==> src/rtl/memory_client_if.sv <==
// Request/response bus between a requester and memory_client.
// The master issues read/write requests; the slave answers reads with data or an error.
interface memory_client_if;
    logic       req_valid;
    logic       req_ready;
    logic       req_write;
    logic [7:0] req_addr;
    logic [7:0] req_wdata;
    logic       resp_valid;
    logic [7:0] resp_data;
    logic       resp_error;

    modport master (
        output req_valid, req_write, req_addr, req_wdata,
        input  req_ready, resp_valid, resp_data, resp_error
    );

    modport slave (
        input  req_valid, req_write, req_addr, req_wdata,
        output req_ready, resp_valid, resp_data, resp_error
    );
endinterface

==> src/rtl/memory_client.sv <==
// memory_client: host end of the UART memory protocol (read: 0x01,addr -> one reply byte; write: 0x02,addr,data).
// Define MEMORY_CLIENT_TIMEOUT_EN to abandon unanswered reads after TIMEOUT_CYCLES with a resp_error pulse.
module memory_client #(
    parameter logic [23:0] TIMEOUT_CYCLES = 24'd1200000
) (
    input  logic           clk,
    input  logic           rst,
    memory_client_if.slave bus,
    output logic           transmit,
    output logic [7:0]     tx_byte,
    input  logic           is_transmitting,
    input  logic           received,
    input  logic [7:0]     rx_byte
);
    // state     | meaning
    // IDLE      | ready for a request
    // SEND      | waiting for the UART to be free, then pulse transmit
    // DRAIN     | waiting for the busy period of the byte just sent to end
    // WAIT_RESP | read sent, waiting for the reply byte
    typedef enum logic [1:0] {IDLE, SEND, DRAIN, WAIT_RESP} state_t;

    state_t     state;
    logic       ready_q;
    logic       resp_valid_q;
    logic [7:0] resp_data_q;
    logic       seen_busy;
    logic       write_q;
    logic [7:0] addr_q;
    logic [7:0] wdata_q;
    logic [1:0] idx;
    logic [7:0] next_byte;
    logic       last_byte;

    assign last_byte = write_q ? (idx == 2'd2) : (idx == 2'd1);

    always_comb begin
        case (idx)
            2'd0:    next_byte = write_q ? 8'h02 : 8'h01;
            2'd1:    next_byte = addr_q;
            default: next_byte = wdata_q;
        endcase
    end

    assign bus.req_ready  = ready_q;
    assign bus.resp_valid = resp_valid_q;
    assign bus.resp_data  = resp_data_q;

`ifdef MEMORY_CLIENT_TIMEOUT_EN
    logic        error_q;
    logic [23:0] wait_cnt;
    assign bus.resp_error = error_q;
`else
    assign bus.resp_error = 1'b0;
`endif

    always_ff @(posedge clk) begin
        if (rst) begin
            state        <= IDLE;
            ready_q      <= 1'b0;
            transmit     <= 1'b0;
            tx_byte      <= 8'h00;
            resp_valid_q <= 1'b0;
            resp_data_q  <= 8'h00;
            seen_busy    <= 1'b0;
            write_q      <= 1'b0;
            addr_q       <= 8'h00;
            wdata_q      <= 8'h00;
            idx          <= 2'd0;
`ifdef MEMORY_CLIENT_TIMEOUT_EN
            error_q      <= 1'b0;
            wait_cnt     <= 24'd0;
`endif
        end else begin
            transmit     <= 1'b0;
            resp_valid_q <= 1'b0;
`ifdef MEMORY_CLIENT_TIMEOUT_EN
            error_q      <= 1'b0;
`endif
            case (state)
                IDLE: begin
                    ready_q <= 1'b1;
                    if (bus.req_valid && ready_q) begin
                        write_q <= bus.req_write;
                        addr_q  <= bus.req_addr;
                        wdata_q <= bus.req_wdata;
                        idx     <= 2'd0;
                        ready_q <= 1'b0;
                        state   <= SEND;
                    end
                end
                SEND: begin
                    if (!is_transmitting) begin
                        transmit  <= 1'b1;
                        tx_byte   <= next_byte;
                        seen_busy <= 1'b0;
                        state     <= DRAIN;
                    end
                end
                DRAIN: begin
                    // A byte is finished only after its busy period has been observed to start and end.
                    if (is_transmitting) begin
                        seen_busy <= 1'b1;
                    end else if (seen_busy) begin
                        if (!last_byte) begin
                            idx   <= idx + 2'd1;
                            state <= SEND;
                        end else if (write_q) begin
                            ready_q <= 1'b1;
                            state   <= IDLE;
                        end else begin
`ifdef MEMORY_CLIENT_TIMEOUT_EN
                            wait_cnt <= 24'd0;
`endif
                            state <= WAIT_RESP;
                        end
                    end
                end
                WAIT_RESP: begin
                    if (received) begin
                        resp_data_q  <= rx_byte;
                        resp_valid_q <= 1'b1;
                        ready_q      <= 1'b1;
                        state        <= IDLE;
                    end
`ifdef MEMORY_CLIENT_TIMEOUT_EN
                    else if (wait_cnt == TIMEOUT_CYCLES - 24'd1) begin
                        error_q <= 1'b1;
                        ready_q <= 1'b1;
                        state   <= IDLE;
                    end else begin
                        wait_cnt <= wait_cnt + 24'd1;
                    end
`endif
                end
                default: state <= IDLE;
            endcase
        end
    end
endmodule

==> src/flat_wrapper.sv <==
// flat-port wrapper written by rule: the top's interface ports become plain ports
module memory_client_flat 
#(
    parameter logic [23:0] TIMEOUT_CYCLES = 24'd1200000
)
  (clk, rst, transmit, tx_byte, is_transmitting, received, rx_byte, bus_req_valid, bus_req_write, bus_req_addr, bus_req_wdata, bus_req_ready, bus_resp_valid, bus_resp_data, bus_resp_error);
  memory_client_if bus_i ();
  input  logic clk;
  input  logic rst;
  output logic transmit;
  output logic [7:0] tx_byte;
  input  logic is_transmitting;
  input  logic received;
  input  logic [7:0] rx_byte;
  input wire logic [$bits(bus_i.req_valid)-1:0] bus_req_valid;
  input wire logic [$bits(bus_i.req_write)-1:0] bus_req_write;
  input wire logic [$bits(bus_i.req_addr)-1:0] bus_req_addr;
  input wire logic [$bits(bus_i.req_wdata)-1:0] bus_req_wdata;
  output wire logic [$bits(bus_i.req_ready)-1:0] bus_req_ready;
  output wire logic [$bits(bus_i.resp_valid)-1:0] bus_resp_valid;
  output wire logic [$bits(bus_i.resp_data)-1:0] bus_resp_data;
  output wire logic [$bits(bus_i.resp_error)-1:0] bus_resp_error;
  assign bus_i.req_valid = bus_req_valid;
  assign bus_i.req_write = bus_req_write;
  assign bus_i.req_addr = bus_req_addr;
  assign bus_i.req_wdata = bus_req_wdata;
  assign bus_req_ready = bus_i.req_ready;
  assign bus_resp_valid = bus_i.resp_valid;
  assign bus_resp_data = bus_i.resp_data;
  assign bus_resp_error = bus_i.resp_error;
  memory_client #(.TIMEOUT_CYCLES(TIMEOUT_CYCLES)) u_core (.clk(clk), .rst(rst), .bus(bus_i), .transmit(transmit), .tx_byte(tx_byte), .is_transmitting(is_transmitting), .received(received), .rx_byte(rx_byte));
endmodule
==> config.mk <==
export PLATFORM = sky130hd
export DESIGN_NAME = memory_client_flat
export DESIGN_NICKNAME = d
export VERILOG_FILES = /design/src/rtl/memory_client_if.sv /design/src/rtl/memory_client.sv /design/src/flat_wrapper.sv
export SDC_FILE = /design/constraint.sdc
export NUM_CORES = 1
export LEC_CHECK = 0
export BUFFER_PORTS_ARGS = -buffer_cell sky130_fd_sc_hd__clkbuf_2
export CORE_UTILIZATION = 35
export CTS_CLUSTER_SIZE = 12
export DETAILED_ROUTE_END_ITERATION = 7
export SYNTH_ARGS = -nofsm -noshare
export SYNTH_HDL_FRONTEND = slang
export SYNTH_SLANG_ARGS = --single-unit
==> constraint.sdc <==
create_clock -name clk -period 1.4 [get_ports clk]
set_input_delay 0.07 -clock clk [delete_from_list [all_inputs] [get_ports clk]]
set_output_delay 0.07 -clock clk [all_outputs]
set_load 0.05 [all_outputs]
==> After elaboration in Yosys (flattened, before gate mapping) <==
Index checks and enable logic that the tools add are counted.
{ "totals": {"ramBits": 0, "output_inout_bits": 20, "input_bits": 30, "latch_bits": 0, "romBits": 0, "ff_bits": 41, "mem_count": 0} }
{ "op_classes": {"n_shift": 0, "addsub": 1, "div": 0, "eq_ne": 14, "magnitude_cmp": 0, "mul": 0, "n_bitwise": 3, "n_mux": 28, "n_reduce_logical": 15} }
{ "op_table": {"columns": ["cell", "count"], "rows": [
  ["$mux 2", 12],
  ["$pmux 8 s2", 1],
  ["$mux 1", 11],
  ["$ne 2x2->1 const B", 5],
  ["$reduce_and 5->1", 2],
  ["$ne 2x1->1 const B", 4],
  ["$pmux 2 s4", 1],
  ["$eq 2x2->1 const B", 3],
  ["$reduce_and 2->1", 3],
  ["$reduce_and 6->1", 1],
  ["$eq 2x1->1 const B", 2],
  ["$logic_not 2->1", 2],
  ["$pmux 2 s2", 1],
  ["$reduce_bool 2->1", 2],
  ["$reduce_or 2->1", 2],
  ["$not 1->1", 3],
  ["$pmux 1 s3", 1],
  ["$reduce_and 3->1", 1],
  ["$reduce_bool 3->1", 1],
  ["$add 2x1->2 const B", 1],
  ["$pmux 1 s2", 1],
  ["$logic_and 1x1->1", 1]
]} }

==> Depth between registers and ports, before layout <==
{ "logic_depth": {"word_depth": 6, "ltp_mapped": 6, "ltp_nobuf": 5} }

==> Worst setup path after synthesis <==
OpenSTA, ideal clock, no wires.
{ "synth_path": {"path_type": "flip-flop to flip-flop", "from": "reg u_core.idx[1]", "to": "reg u_core.idx[0]", "n_path_buf": 0, "setup_time_ns": 0.121, "slack_ns": -0.146, "stages_incl_launch_ff": 6, "required_ns": 1.279, "arrival_time_ns": 1.425, "path_cell_list": "dfxtp_1 > inv_1 > ha_1 > nor2b_2 > a2111oi_4 > mux2_4"} }
{ "synth_between": {"elab_chain_len": 4, "word_cells_on_any_way": 5, "classes_between": "eq/ne (3); mux (1); reduce/logical (1)"} }
{ "synth_rtl": {"columns": ["item", "line", "source"], "rows": [
  ["start, declared", "memory_client.sv:30", "logic [1:0] idx;"],
  ["start signal, assigned", "memory_client.sv:105", "idx <= idx + 2'd1;"],
  ["$eq 2x1->1 or $eq 2x2->1 (tied branches)", "memory_client.sv:34", "assign last_byte = write_q ? (idx == 2'd2) : (idx == 2'd1);"],
  ["$mux 1 (*)", "memory_client.sv:34", null],
  ["$ne 2x2->1 (no source line) (*)", null, null],
  ["$reduce_and 5->1 (no source line) (*)", null, null]
]} }
Every way passes the cells marked *; elsewhere a longest branch is shown, timed or not.
A chain may end at the register's enable or synchronous reset.

==> Worst setup path after layout <==
{ "layout_path": {"from": "reg u_core.idx[1]", "to": "reg u_core.idx[1]"} }
{ "layout_between": {"elab_chain_len": 5, "word_cells_on_any_way": 10, "classes_between": "add/sub (1); eq/ne (3); mux (5); reduce/logical (1)"} }
{ "layout_rtl": {"columns": ["item", "line", "source"], "rows": [
  ["$add 2x1->2", "memory_client.sv:105", null],
  ["$mux 2", "memory_client.sv:104", "if (!last_byte) begin"],
  ["$mux 2", "memory_client.sv:103", "end else if (seen_busy) begin"],
  ["$mux 2", "memory_client.sv:101", "if (is_transmitting) begin"],
  ["$pmux 2 s2", "memory_client.sv:79", "case (state)"]
]} }
Several ways; a longest one is shown, not always the timed one. The select of a mux whose other input is x is not followed.

==> results.sh <==
export IMPL_antennaDiodeCount=0
export IMPL_pin_count=50
export IMPL_synth_top_area_cell="dfxtp_1"
export IMPL_cap_violations=0
export IMPL_cp_depth=6
export IMPL_grtUsageMet2_pct=25.9
export IMPL_rrSetupSlack_ns=0.004
export IMPL_nets=313
export IMPL_grt_pass1_wl_mm=6.64
export IMPL_ant_nets=0
export IMPL_synth_area_leaders="dfxtp_1 (46%), nand2_1 (11%), a21oi_1 (9.6%), a211oi_1 (3.8%), nor3b_1 (2.5%)"
export IMPL_critPathLaunchType="flop"
export IMPL_cp_top_family="flip-flops"
export IMPL_die_y_um=73.2
export IMPL_ys_seq_area_share_pct=46.3
export IMPL_min_period_ns=1.40
export IMPL_grt_pass1_vias=1443
export IMPL_final_common_cell="nand2_1"
export IMPL_clock_skew_ns=0.00252
export IMPL_cp_required_ns=1.61
export IMPL_final_cell_mix="nand2_1 (52), clkbuf_2 (48), dfxtp_1 (38)"
export IMPL_wl_mm=3.99
export IMPL_setup_ws_ns=0.00357
export IMPL_fin_crit_sh_pct=99.7
export IMPL_fin_util_pct=52.2
export IMPL_rsz0062_at_grt="true"
export IMPL_crit_path_max_fanout=3
export IMPL_cp_cell_sequence="inv_4 > ha_4 > nor2b_4 > a2111oi_4 > buf_4 > mux2i_1"
export IMPL_drt_initial_drc_count=86
export IMPL_dp_hpwl_mm=2.72
export IMPL_synthToLayoutAreaGrowth_pct=40.8
export IMPL_drt_pre_antenna_iters=4
export IMPL_multi_input_area_sq_um=897
export IMPL_path_class="flop to flop"
export IMPL_vias=1632
export IMPL_cp_data_arrival_time_ns=1.60
export IMPL_wire_per_inst_um=11.5
export IMPL_place_ws_ns=-0.0485
export IMPL_path_clk_slew_ns=0.07
export IMPL_drc_errors=0
export IMPL_vdd_ir_drop_max_mv=0.740
export IMPL_synth_cell_type_count=40
export IMPL_report_final_slew_viol_count=0
export IMPL_drive_gt1_share_pct=33.1
export IMPL_io_buffers=48
export IMPL_r2r_end="u_core.idx[1]"
export IMPL_synth_top_cell_area_share_pct=46.3
export IMPL_critPathSlowestCell="dfxtp_4"
export IMPL_ys_warn_count=0
export IMPL_r2r_cells=6
export IMPL_p_leak_nw=0.956
export IMPL_cts_buffer_depth=2
export IMPL_hold_violations=0
export IMPL_syn_instance_count=206
export IMPL_h_tree_depth=2
export IMPL_row_count=25
export IMPL_syn_nets=239
export IMPL_crit_path_end="u_core.idx[1]"
export IMPL_grt_busiest_layer="met2"
export IMPL_start_util_pct=37.0
export IMPL_clkSinkCount=41
export IMPL_viasPerCell=4.69
export IMPL_setup_violations=0
export IMPL_antenna_found_initial=0
export IMPL_grt_max_degree=21
export IMPL_cts_buffers=5
export IMPL_postSynthAreaPerCell_sq_um=8.61
export IMPL_ys_ff_latch=41
export IMPL_use_met1_pct=21.5
export IMPL_fmax_mhz=716
export IMPL_ff_latch_area_sq_um=830
export IMPL_hp_class="input pin to flop"
export IMPL_fin_setup_tns_ns=0
export IMPL_end_kind="flop"
export IMPL_clockRootBuffer="clkbuf_8"
export IMPL_use_met3_pct=5.11
export IMPL_syn_cell_area_sq_um=1770
export IMPL_worstReg2RegStart="u_core.idx[1]"
export IMPL_dieWidth_um=73.2
export IMPL_die_area_sq_um=5350
export IMPL_p_per_area_nw_per_um2=1010
export IMPL_coreArea_sq_um=4790
export IMPL_critPathMaxStageDelay_ns=0.38
export IMPL_status="complete, no violations"
export IMPL_crit_path_start="u_core.idx[1]"
export IMPL_grt_usage_pct=16.7
export IMPL_globalplace_congestion=0.717
export IMPL_fill_cells=459
export IMPL_worstSkewPairLatency_ns=0.29
export IMPL_worst_path_buf_inv=2
export IMPL_cts_tree="done"
export IMPL_grt_overflow=0
## power by group
part | switching, mW | total [mW] | internal, mW
Sequential | 0.0414 | 1.26 | 1.22
Clock | 0.393 | 0.839 | 0.445
Combinational | 0.230 | 0.414 | 0.184
## how the worst min path moves through the flow
stage                                         end             start  depth (start not counted)
after floorplan                 u_core.wdata_q[2]  bus_req_wdata[2]                          2
after global placement             u_core.write_q     bus_req_write                          3
after detailed placement  u_core.bus.resp_data[0]        rx_byte[0]                          3
after CTS                        u_core.addr_q[5]   bus_req_addr[5]                          3
after global routing            u_core.wdata_q[5]  bus_req_wdata[5]                          3
final                            u_core.addr_q[5]   bus_req_addr[5]                          3
## stage by stage
stage / hold WS (ns) / cells / power (mW) / cell area, sq um
after floorplan: 0.206 / 206 / 1.55 / 1810
after global placement: 0.296 / 317 / 1.66 / 2130
after detailed placement: 0.300 / 317 / 1.66 / 2130
after CTS: 0.00993 / 348 / 2.55 / 2460
after global routing: 0.0185 / 348 / 2.66 / 2500
final: 0.0188 / 348 / 2.52 / 2500
## cell usage after synthesis (all sizes together)
library cell	number
nor4	1
o311a	1
nand2b	3
nand3b	1
buf	12
o21ai	3
clkbuf	4
nand2	52
and4b	1
a2111oi	1
a221oi	1
dfxtp	41
inv	3
conb	1
o21a	1
nand3	1
a22oi	1
and2b	1
mux2	1
ha	3
o21ba	1
nor2b	3
a21oi	34
mux2i	1
and3	1
nand4bb	1
nor2	11
and4bb	1
or3	1
nor3b	7
a211oi	9
a311oi	1
nor3	2
## metal layers
| metal | part of all wire [%] | vias up |
|---|---|---|
| li1 | - | 851 |
| met4 | 0.83 | 0 |
| met3 | 4.4 | 2 |
| met2 | 45 | 44 |
| met5 | 0 | - |
| met1 | 50 | 735 |
## area by class of cell
| class | count | area share, % |
|---|---|---|
| Clock buffer | 7 | 3.86 |
| Inverter | 3 | 0.551 |
| Clock inverter | 1 | 0.201 |
| Sequential cell | 41 | 33.2 |
| Timing Repair Buffer | 83 | 22.9 |
| Tap cell | 67 | 3.36 |
| Multi-Input combinational cell | 146 | 35.9 |
## registers in the layout (all words and copies together) (netlist names)
| register | cells |
|---|---|
| u_core.seen_busy | 1 |
| u_core.addr_q | 8 |
| u_core.bus.resp_valid | 1 |
| u_core.state | 2 |
| u_core.write_q | 1 |
| u_core.wdata_q | 8 |
| u_core.tx_byte | 8 |
| u_core.transmit | 1 |
| u_core.idx | 2 |
| u_core.bus.resp_data | 8 |
| u_core.bus.req_ready | 1 |
## tightest hold or removal path, delay by kind of cell
family | cells | cell delay, ns
compound gates | 1 | 0.05
buf+inv | 1 | 0.08
simple gates | 1 | 0.06
## logic make-up after synthesis
group | count (synthesis) | share of synthesized area (%)
adder cells (fa/ha/maj) | 3 | 2.12
buffers and inverters | 19 | 6.70
other | 1 | 0.212
AO/OA/AOI/OAI | 53 | 18.8
AND/OR/NAND/NOR | 87 | 24.4
multiplexers | 2 | 1.41
flip-flops | 41 | 46.3
## repair_timing
action | in CTS | in global routing
hold buffers | 22 | 0
buffers inserted | 1 | 0
gates resized for setup | 1 | 9
pin swaps | 1 | 0
endpoints found under the hold margin | 22 | 0
endpoints found under the setup margin | 2 | 8
Power figures use the tool's default switching activity.
